$ cat config.mk
export PLATFORM = sky130hd
export DESIGN_NAME = quiz_arbiter
export DESIGN_NICKNAME = d
export VERILOG_FILES = /design/src/rtl/quiz_pkg.sv /design/src/rtl/quiz_tick_gen.sv /design/src/rtl/quiz_arbiter.sv
export SDC_FILE = /design/constraint.sdc
export NUM_CORES = 1
export LEC_CHECK = 0
export CORE_UTILIZATION = 58
export DETAILED_ROUTE_END_ITERATION = 12
export PLACE_DENSITY_LB_ADDON = 0.25
export SYNTH_ARGS = -nofsm -noshare
export SYNTH_HDL_FRONTEND = slang
export SYNTH_SLANG_ARGS = --single-unit
$ cat constraint.sdc
create_clock -name CLK -period 3.5 [get_ports CLK]
set_clock_uncertainty 0.2 [all_clocks]
set_input_delay 0.35 -clock CLK [delete_from_list [all_inputs] [get_ports CLK]]
set_output_delay 0.35 -clock CLK [all_outputs]
set_load 0.05 [all_outputs]
$ cat src/rtl/quiz_pkg.sv
// Shared types, widths and helpers for the quiz buzzer arbiter.
package quiz_pkg;

  localparam int unsigned KEY_W = 16;
  localparam int unsigned IDX_W = 4;
  localparam int unsigned BCD_W = 4;

  typedef enum logic [2:0] {
    ST_IDLE    = 3'd0,
    ST_ARMED   = 3'd1,
    ST_LOCKED  = 3'd2,
    ST_TIMEOUT = 3'd3,
    ST_FOUL    = 3'd4
  } state_e;

  // Highest-numbered set bit of an active-high pressed mask.
  function automatic logic [IDX_W-1:0] prio_enc(input logic [KEY_W-1:0] act);
    logic [IDX_W-1:0] idx;
    idx = '0;
    for (int unsigned i = 0; i < KEY_W; i++) begin
      if (act[i]) idx = IDX_W'(i);
    end
    return idx;
  endfunction

  // 5-bit binary to two BCD digits {tens, units}.
  function automatic logic [2*BCD_W-1:0] bin5_to_bcd(input logic [4:0] v);
    logic [BCD_W-1:0] hi;
    logic [BCD_W-1:0] lo;
    hi = BCD_W'(v / 5'd10);
    lo = BCD_W'(v % 5'd10);
    return {hi, lo};
  endfunction

endpackage

$ cat src/rtl/quiz_tick_gen.sv
// Countdown prescaler: one-cycle tick every TICK_DIV enabled cycles.
module quiz_tick_gen #(
  parameter int unsigned TICK_DIV = 1000
) (
  input  logic clk_i,
  input  logic rst_i,
  input  logic clr_i,
  input  logic en_i,
  output logic tick_o
);

  localparam int unsigned PW = $clog2(TICK_DIV);
  localparam logic [PW-1:0] TERM = PW'(TICK_DIV - 1);

  logic [PW-1:0] cnt_q;
  logic [PW-1:0] cnt_d;

  assign tick_o = en_i && !clr_i && (cnt_q == TERM);

  // Next prescaler value: clear wins, then wrap at terminal count.
  always_comb begin
    cnt_d = cnt_q;
    if (clr_i) begin
      cnt_d = '0;
    end else if (en_i) begin
      cnt_d = (cnt_q == TERM) ? '0 : cnt_q + 1'b1;
    end
  end

  // Prescaler register.
  always_ff @(posedge clk_i) begin
    if (rst_i) cnt_q <= '0;
    else       cnt_q <= cnt_d;
  end

endmodule

$ cat src/rtl/quiz_arbiter.sv
// Quiz buzzer arbiter: arms a countdown, locks the first (highest) key,
// flags early presses as fouls and drives buzzer and BCD display.
module quiz_arbiter
  import quiz_pkg::*;
#(
  parameter int unsigned TICK_DIV   = 1000,
  parameter int unsigned ANSWER_SEC = 9,
  parameter int unsigned BUZZ_CYC   = 100
) (
  input  logic             CLK,
  input  logic             RST,
  input  logic             START,
  input  logic             CLEAR,
  input  logic [KEY_W-1:0] Key,
  output logic [2:0]       State,
  output logic [IDX_W-1:0] Winner,
  output logic             WinValid,
  output logic             Foul,
  output logic             Buzz,
  output logic [BCD_W-1:0] DispHi,
  output logic [BCD_W-1:0] DispLo,
  output logic             DispBlank
);

  localparam int unsigned BW = $clog2(BUZZ_CYC + 1);
  localparam logic [BW-1:0] BUZZ_LOAD = BW'(BUZZ_CYC);
  localparam logic [3:0]    CNT_LOAD  = 4'(ANSWER_SEC);

  logic [KEY_W-1:0] key_s1_q, key_s2_q;
  state_e           state_q, state_d;
  logic [3:0]       count_q, count_d;
  logic [IDX_W-1:0] winner_q, winner_d;
  logic             valid_q, valid_d;
  logic [BW-1:0]    buzz_q, buzz_d;
  logic             press, tick;
  logic [IDX_W-1:0] idx;
  logic [2*BCD_W-1:0] win_bcd;

  assign press   = ~&key_s2_q;
  assign idx     = prio_enc(~key_s2_q);
  assign win_bcd = bin5_to_bcd({1'b0, winner_q} + 5'd1);

  quiz_tick_gen #(.TICK_DIV(TICK_DIV)) u_tick (
    .clk_i  (CLK),
    .rst_i  (RST),
    .clr_i  (state_q != ST_ARMED),
    .en_i   (state_q == ST_ARMED),
    .tick_o (tick)
  );

  // Two-flop synchronizer for the asynchronous active-low keys.
  always_ff @(posedge CLK) begin
    if (RST) begin
      key_s1_q <= '1;
      key_s2_q <= '1;
    end else begin
      key_s1_q <= Key;
      key_s2_q <= key_s1_q;
    end
  end

  // Next-state logic; a press in the same cycle as the final tick still wins.
  always_comb begin
    state_d  = state_q;
    count_d  = count_q;
    winner_d = winner_q;
    valid_d  = valid_q;
    buzz_d   = (buzz_q != '0) ? buzz_q - 1'b1 : '0;
    if (CLEAR) begin
      state_d  = ST_IDLE;
      count_d  = '0;
      winner_d = '0;
      valid_d  = 1'b0;
      buzz_d   = '0;
    end else begin
      unique case (state_q)
        ST_IDLE: begin
          if (press) begin
            state_d  = ST_FOUL;
            winner_d = idx;
            valid_d  = 1'b1;
            buzz_d   = BUZZ_LOAD;
          end else if (START) begin
            state_d = ST_ARMED;
            count_d = CNT_LOAD;
          end
        end
        ST_ARMED: begin
          if (press) begin
            state_d  = ST_LOCKED;
            winner_d = idx;
            valid_d  = 1'b1;
            buzz_d   = BUZZ_LOAD;
          end else if (tick) begin
            count_d = count_q - 1'b1;
            if (count_q == 4'd1) begin
              state_d = ST_TIMEOUT;
              buzz_d  = BUZZ_LOAD;
            end
          end
        end
        default: ;
      endcase
    end
  end

  // State registers.
  always_ff @(posedge CLK) begin
    if (RST) begin
      state_q  <= ST_IDLE;
      count_q  <= '0;
      winner_q <= '0;
      valid_q  <= 1'b0;
      buzz_q   <= '0;
    end else begin
      state_q  <= state_d;
      count_q  <= count_d;
      winner_q <= winner_d;
      valid_q  <= valid_d;
      buzz_q   <= buzz_d;
    end
  end

  // Display selection from registered state.
  always_comb begin
    DispBlank = 1'b0;
    DispHi    = '0;
    DispLo    = '0;
    unique case (state_q)
      ST_ARMED, ST_TIMEOUT: DispLo = count_q;
      ST_LOCKED, ST_FOUL:   {DispHi, DispLo} = win_bcd;
      default:              DispBlank = 1'b1;
    endcase
  end

  assign State    = state_q;
  assign Winner   = winner_q;
  assign WinValid = valid_q;
  assign Foul     = (state_q == ST_FOUL);
  assign Buzz     = (buzz_q != '0);

endmodule

==> summary.txt <==
Clock insertion delay at the later pin of the skew report -> 0.34 ns
Port buffer count -> 36
Most frequent cells in the layout -> dfxtp_1 (61), or2_2 (35), clkdlybuf4s50_1 (33)
Via count -> 2,086
Worst hold path depth -> 1
Final core occ -> 0.740
H-tree depth -> 3
Die Wd -> 69.6 µm
Routability congestion estimate -> 0.826
Top_reg_cell synth -> dfxtp_1
Placed Cells -> 375
WL final -> 4700 µm
CTS Root Cell -> clkbuf_8
WL per Instance -> 12.0 µm
Final HPWL DP -> 3220 µm
RR Endpoint -> count_q[3]$_SDFFE_PP0P_
Commonest non-fill, non-tap cell in the layout -> dfxtp_1
Worst hold-check path type -> reg2reg
Row cnt -> 24
Vias in the first global route -> 1,857
Max-slew headroom -> 0.666
Post-synth EDFFs -> 0
Chip Height -> 69.6 µm
Nets -> 360
Post-synthesis cell type with the largest combined area -> dfxtp_1
CTS Hold Bufs -> 0
# diodes -> 0
Area growth, synth to finish -> 22.4%
Crit. Startpoint -> Winner[1]$_SDFFE_PP0P_
Worst Hold End -> key_s2_q[6]$_SDFF_PP1_
Outcome -> finished, final reports clean
Final Max Slew Viols -> 0
Vias/cell -> 5.35
R2r worst-path depth -> 5
Share of the synthesized area in the top cell type -> 0.461
Final Hold Fails -> 0
Drt initial violations -> 78
#FFs+latches synth -> 61
Register area share after synthesis -> 0.461
I/O pin count -> 39
First-pass GRT wire length -> 8070 µm
Clock sink count -> 61
Mapped cell area -> 2650 µm²
Avg Inst Size Synth -> 8.87 µm²
Reg2Reg Launch Point -> State[0]$_SDFFE_PP0P_
# DRC -> 0
Post-CTS Setup Inserts -> 0
Initial antenna violation count -> 0
Initial core utilization -> 0.605
Final Worst Setup Slack -> 0.149 ns
P per Cell Area -> 510 nW/µm²
Synth Instances -> 299
Fin crit period -> 3.35 ns
RSZ-0062 raised after global routing -> no
Total GRT Usage -> 0.211
Number of max-cap violations -> 0
Hold Crit Start -> key_s1_q[6]$_SDFF_PP1_
TNS Setup -> 0 ns
TritonCTS clock tree -> built
Maximum clock frequency -> 298 MHz
Worst slew pin tran -> 0.500 ns
Clk slew on worst S/H paths -> 0.06 ns
WP data arrival -> 2.80 ns
YS warnings -> 0
Router iterations before antenna repair -> 4
Yosys cell types -> 52
Pin count of the biggest net entering global routing -> 37
Post-DRT Antenna Nets -> 0
Die area -> 4850 µm²
Final setup violation count -> 0
Setup crit start kind -> flop
Max Root-Sink Buffers -> 2
CP required -> 2.95 ns
Power consumption -> 1.65 mW
Grt total ovfl -> 0
Top post-synthesis cells by area -> dfxtp_1 (46%), or2_2 (8.3%), nor2_1 (4.2%), nand2_1 (3.4%), ha_1 (2.8%)
Num CTS Buffers -> 9
R2R setup slack -> 1.24 ns
Core Area -> 4380 µm²
Crit-path max FO -> 11
Period utilization -> 0.957
Leakage -> 1.32 nW
Crit path kind -> reg2out
Layout cell share with drive strength beyond 1 -> 0.169
Layout fillers -> 319
Worst slack, placed -> 0.243 ns
Crit path capture type -> primary output
Max VDD drop -> 0.398 mV
Cell Count, Final, Fillers Out -> 390
Share of flip-flops with an asynchronous set or reset -> 0
[power breakdown]
group	leakage [nW]	internal (mW)	switching [mW]	total [mW]
combinational	0.708	0.100	0.139	0.239
sequential	0.501	0.724	0.0237	0.747
clock	0.112	0.412	0.255	0.667
[layer usage]
layer / global-route usage / vias up / part of all wire
met5: 0 / - / 0
met4: 0.0867 / 0 / 0.016
met3: 0.0770 / 9 / 0.052
met2: 0.334 / 58 / 0.46
met1: 0.261 / 926 / 0.47
li1: - / 1093 / -
[flip-flops by register name (all words and copies together), names as in the netlist]
name / count
State: 3
buzz_q: 7
u_tick.cnt_q: 10
key_s1_q: 16
count_q: 4
Winner: 4
WinValid: 1
key_s2_q: 16
[kinds of logic (layout without fill, tap and decap cells)]
kind of cell	after synthesis	in the layout	synth area share
flops	61	61	0.461
simple gates	136	136	0.283
xor+xnor	12	12	0.0396
other cells	1	2	0.00141
compound gates	52	52	0.130
mux	3	3	0.0113
buf+inv	28	66	0.0458
fa+ha+maj	6	6	0.0283
[through the flow]
stage / hold slack, ns / area (µm²)
after detailed placement: 0.193 / 3030
after CTS: 0.206 / 3240
after global placement: 0.191 / 3030
after global routing: 0.210 / 3240
final: 0.204 / 3240
after floorplan: 0.189 / 2660
[critical path, cell delays in order (launching register included)]
cell and delay [ns]:
dfxtp_1 0.51, inv_1 0.08, ha_1 0.39, nor4bb_1 0.17
a311o_1 0.37, or3_1 0.36, o211ai_1 0.08, o21ai_0 0.09
dlygate4sd2_1 0.42
[cell type report]
type                    count  area [µm²]  area share
well taps                  52        65.1      0.0201
multi-input cells         211        1320       0.406
flip-flops and latches     61        1220       0.376
clock buffers              10         138      0.0424
clock inverters             5        75.1      0.0231
repair buffers             38         379       0.117
inverters                  13        48.8      0.0150
[cell usage after synthesis (all sizes together) (8+ instances only)]
| library cell | number |
|---|---|
| nand2 | 24 |
| a21oi | 10 |
| or2 | 36 |
| inv | 13 |
| xor2 | 8 |
| nand4 | 8 |
| clkbuf | 11 |
| nor2 | 30 |
| o21ai | 15 |
| dfxtp | 61 |
[how the worst max path moves through the flow]
stage,slack (ns),end
2_1_floorplan,0.05,DispLo[3]
3_3_place_gp,0.29,DispLo[1]
3_5_place_dp,0.24,DispLo[1]
4_1_cts,0.08,DispLo[3]
5_1_grt,0.01,DispLo[1]
6_report,0.15,DispLo[1]
[timing repair]
action / CTS / global route
gates cloned: 0 / 0
setup endpoints to repair: 1 / 2
endpoints found under the hold margin: 0 / 0
gates resized for setup: 1 / 2
Note: power is estimated with default switching activity, not from simulation.
==> RTL change 1, RTL diff (same flow settings) <==
Make the reset (`RST` and `rst_i`) asynchronous in 3 clocked blocks.
--- a/src/rtl/quiz_tick_gen.sv
+++ b/src/rtl/quiz_tick_gen.sv
@@ -28,7 +28,7 @@
   end
 
   // Prescaler register.
-  always_ff @(posedge clk_i) begin
+  always_ff @(posedge clk_i or posedge rst_i) begin
     if (rst_i) cnt_q <= '0;
     else       cnt_q <= cnt_d;
   end
--- a/src/rtl/quiz_arbiter.sv
+++ b/src/rtl/quiz_arbiter.sv
@@ -49,7 +49,7 @@
   );
 
   // Two-flop synchronizer for the asynchronous active-low keys.
-  always_ff @(posedge CLK) begin
+  always_ff @(posedge CLK or posedge RST) begin
     if (RST) begin
       key_s1_q <= '1;
       key_s2_q <= '1;
@@ -105,7 +105,7 @@
   end
 
   // State registers.
-  always_ff @(posedge CLK) begin
+  always_ff @(posedge CLK or posedge RST) begin
     if (RST) begin
       state_q  <= ST_IDLE;
       count_q  <= '0;
Function: differs if RST is asserted again (counterexample within 4 cycles, from zero or initial values and one cycle with RST high); with RST held inactive, the same outputs for 10 cycles.
==> RTL change 1 against the unedited design <==
- power decreased by 0.73%
- cell count down 11%
- hold slack got worse by 0.055 ns
- area after synthesis rose by 1.8%
- register-to-register slack got worse by 0.17 ns
- worst setup slack improved by 0.058 ns
- final area increased by 1.4%
- sequential cell count is the same
- routed wire length decreased by 4.2%
- sequential share of layout area increased by 10 points
- highest routed layer unchanged
==> RTL change 1: results (changes against the unedited design) <==
initial antenna violation count 0 (unchanged); Main synth FF type dfstp_2; met3 wire len 206 um (-16%); placed cells 332 (-11%); layout net count 318 (-12%); asr flop ratio synth 100.0% (+100 points); peak supply drop 0.0003653 V (-8.2%); Seq/Total Area, Yosys 58.02% (+12 points); Worst-Margin Slew 0.8990 ns (+0.3985 ns); final WL 4.503 mm (-4.2%); first-pass GRT wire length 7.928 mm (-1.8%); Total Routing Usage GR 20.82% (-0.32 points); most frequent cells after synthesis nor2_1, dfstp_2, dfrtp_1, nand2_1, inv_1; GP Congestion 0.8983 (+8.8%); status complete, no violations; post-route insts no fill 348 (-11%); WL met2 2.240 mm (+2.8%); clk_lat worst skew approximately 0.33 ns; most common cell in the netlist nor2_1; largest net degree at the start of global routing 47 (+27%); Avg Inst Size Synth 10.89 sq um (+23%); hpwl dp 3.207 mm (-0.33%); initial DRC count 117 (+50%); WL met1 1.978 mm (-9.8%); DR vias/cell 5.529 (+3.4%); Distinct cells, synth 44 (-15%); synth top area cells dfstp_2, dfrtp_1, nor2_1, ha_1, xor2_1; Leak 1.384 nW (+4.8%); Hold Crit Class flop to flop; Post-DP Area 0.003099 sq mm (+2.4%); layout cells sized above 1 20.61% (+3.7 points); worst-path maximum fanout 10 (-1); vias in the first global route 1865 (+0.43%)
-- RTL change 1: cell types whose count changed in the layout (fill, tap and decap cells not counted), sizes merged, moves of 9 or more --
| cell | unedited run | this run |
|---|---|---|
| or2 | 36 | 4 |
| dfrtp | 0 | 29 |
| o21ai | 15 | 6 |
| dfxtp | 61 | 0 |
| dfstp | 0 | 32 |
-- RTL change 1: final timing paths --
kind / start / endpoint / slack (ns) / cells after the start
worst min-delay path: key_s1_q[12] / key_s2_q[12] / 0.15 / 0
worst max-delay path: Winner[0] / DispHi[0] / 0.21 / 9
worst max register to register: key_s2_q[11] / buzz_q[0] / 1.07 / 5
min in group asynchronous: RST / u_tick.cnt_q[3] / 0.33 / 2
worst min register to register: key_s1_q[12] / key_s2_q[12] / 0.15 / 0
max in group asynchronous: RST / key_s1_q[2] / 1.96 / 3
-- RTL change 1: cells by family (layout without fill, tap and decap cells) --
kind of cell / Yosys count / after routing / synth area share [%]
buffers and inverters: 18 / 65 / 2.780
AO/OA/AOI/OAI: 39 / 39 / 10.66
XOR/XNOR: 15 / 15 / 4.865
flip-flops: 61 / 61 / 58.02
AND/OR/NAND/NOR: 106 / 106 / 19.93
adder cells (fa/ha/maj): 7 / 7 / 3.244
multiplexers: 1 / 1 / 0.3707
other: 1 / 2 / 0.1389
-- RTL change 1: cell type report --
cell class,count,area [sq um]
Sequential cell,61,1567
Fill cell,313,1125
Multi-Input combinational cell,170,1062
Timing Repair Buffer,37,359.1
Clock buffer,10,148.9
Tap cell,52,65.06
Inverter,12,45.04
Clock inverter,6,42.54
-- RTL change 1: worst max-delay path, cell delays in order (launching register included) --
cell	delay [ns]
dfrtp_1	0.48
ha_1	0.30
xnor2_1	0.15
ha_1	0.30
a22oi_1	0.17
o21ai_0	0.12
nand2_1	0.13
a21o_1	0.14
and2_1	0.11
dlygate4sd2_1	0.51
-- RTL change 1: metrics by stage --
step | hold WS, ns | setup WS, ns
final | 0.1499 | 0.2074
after global routing | 0.1590 | 0.06432
after CTS | 0.1541 | 0.1988
after detailed placement | 0.1468 | 0.2984
after global placement | 0.1454 | 0.3643
after floorplan | 0.1452 | 0.4595
-- RTL change 1: layer usage --
layer	up-vias	global-route usage (%)
met5	-	0
met4	0	10.44
met3	8	4.762
met2	55	34.18
met1	916	25.79
li1	945	-
-- RTL change 1: power by group --
part | internal [W] | total, W | switching, W | leakage [nW]
logic | 0.000106 | 0.000273 | 0.000167 | 0.557
clock network | 0.000302 | 0.000577 | 0.000275 | 0.102
registers | 0.000757 | 0.000791 | 0.0000339 | 0.726
total | 0.00117 | 0.00164 | 0.000476 | 1.38
==> RTL change 2, RTL diff (config.mk and constraints unchanged) <==
Without the edit above. The package constant `IDX_W` goes from 4 to 2.
--- a/src/rtl/quiz_pkg.sv
+++ b/src/rtl/quiz_pkg.sv
@@ -2,7 +2,7 @@
 package quiz_pkg;
 
   localparam int unsigned KEY_W = 16;
-  localparam int unsigned IDX_W = 4;
+  localparam int unsigned IDX_W = 2;
   localparam int unsigned BCD_W = 4;
 
   typedef enum logic [2:0] {
Ports: changed (resized Winner); port bits go from 39 to 37. No check against the original RTL was run, so the function may have changed too.
==> RTL change 2 against the unedited design <==
- sequential cell count is 2 lower
- count of clock-buffer cells in the layout is 1 higher
- power is 2.1% lower
- area after synthesis is 6.5% lower
- sequential power is 3.7% lower
- critical path depth is 4 lower
- routed wire length is 0.94% higher
- final area is 6.3% lower
- worst setup slack better by 0.60 ns
- critical path type unchanged
==> RTL change 2: results (changes against the unedited design) <==
status complete, no violations; DR vias/cell 5.673 (+6.1%); Post-DP Area 0.002805 sq mm (-7.4%); Tcrit/Tclk final 78.48% (-17 points); DP Worst Slack 1.099 ns (+0.8562 ns); largest net degree at the start of global routing 37 (unchanged); initial DRC count 174 (+120%); initial antenna violation count 0 (unchanged); GP Congestion 0.9765 (+18%); synthesized instance count 259 (-13%); R2R depth 4 (-1); Slew headroom 56.46% (-10 points); synth top area cells dfxtp_1, or2_2, nor2_1, nand4_1, ha_1; layout net count 319 (-11%); switching part of the total 24.54% (-0.68 points); worst-path maximum fanout 14 (+3); GR Util met1 28.11% (+2.0 points); vias in the first global route 1697 (-8.6%); synth warn 0 (unchanged); via count 1980 (-5.1%); top sig layer met4; layout cells sized above 1 20.40% (+3.5 points); Hold Startpoint key_s1_q[5]; Fillers 300 (-6.0%); Diodes inserted 0 (unchanged); P_sw 0.0003970 W (-4.8%); flop2flop setup slack 1.31 ns (+0.07 ns); met3 wire len 339 um (+38%); Fin Hold WS 0.2072 ns (+0.002706 ns); hold path endpoint key_s2_q[5]; Power Clock 0.000707 W (+6.0%); Slowest-stage cell, CP clkdlybuf4s50_1; most frequent cells after synthesis dfxtp_1, or2_2, nor2_1, nand2_1; met2 usage in global routing 35.88% (+2.4 points); Crit path max-delay family buffers and inverters; first-pass GRT wire length 7.527 mm (-6.8%); Distinct cells, synth 54 (+3.8%); Max Root-Sink Buffers 2 (unchanged); placed cells 333 (-11%); WL met1 2.145 mm (-2.2%); Port Buffers 32 (-11%); worst stage delay on the critical path 0.81 ns (+0.30 ns); Reg power frac 44.4% (-0.8 points); WL met2 2.204 mm (+1.1%); WP data arrival 2.20 ns (-0.60 ns); R2R Path End u_tick.cnt_q[7]; GRT met3 Usage 7.770% (+0.067 points); post-cts sizing count 0 (-1); Total Routing Usage GR 22.73% (+1.6 points); Seq/Total Area, Yosys 47.63% (+1.6 points); Leak 1.131 nW (-14%); final WL 4.742 mm (+0.94%); peak supply drop 0.0002938 V (-26%); hpwl dp 3.279 mm (+1.9%); reg-to-reg startpoint State[0]
## RTL change 2: area by class of cell
class	count	area (sq um)	area share (%)
clock buffer	11	151.4	4.979
inverter	11	41.29	1.358
clock inverter	5	83.83	2.757
timing repair buffer	33	327.8	10.78
tap	50	62.56	2.058
multi-input combinational	180	1192	39.22
sequential	59	1181	38.85
## RTL change 2: worst reg2reg max path, stage by stage (launching register included)
cell and delay, ns:
dfxtp_1 0.56, or3b_2 0.54, nor4_1 0.49, xnor2_1 0.20, nor2_1 0.08
## RTL change 2: how the worst max path moves through the flow
stage                         from        end  slack (ns)
final                     State[0]  DispLo[1]        0.75
after global routing      State[0]  DispLo[1]        0.61
after CTS                 State[0]  DispLo[0]        0.75
after detailed placement  State[0]  DispLo[0]        1.10
after global placement    State[0]  DispLo[2]        1.14
after floorplan           State[2]  DispLo[0]        0.77
## RTL change 2: cells by family after synthesis
logic type	synth area share [%]
other cells	0.1512
flops	47.63
fa+ha+maj	2.523
simple gates	27.80
buf+inv	4.743
compound gates	13.27
xor+xnor	3.885
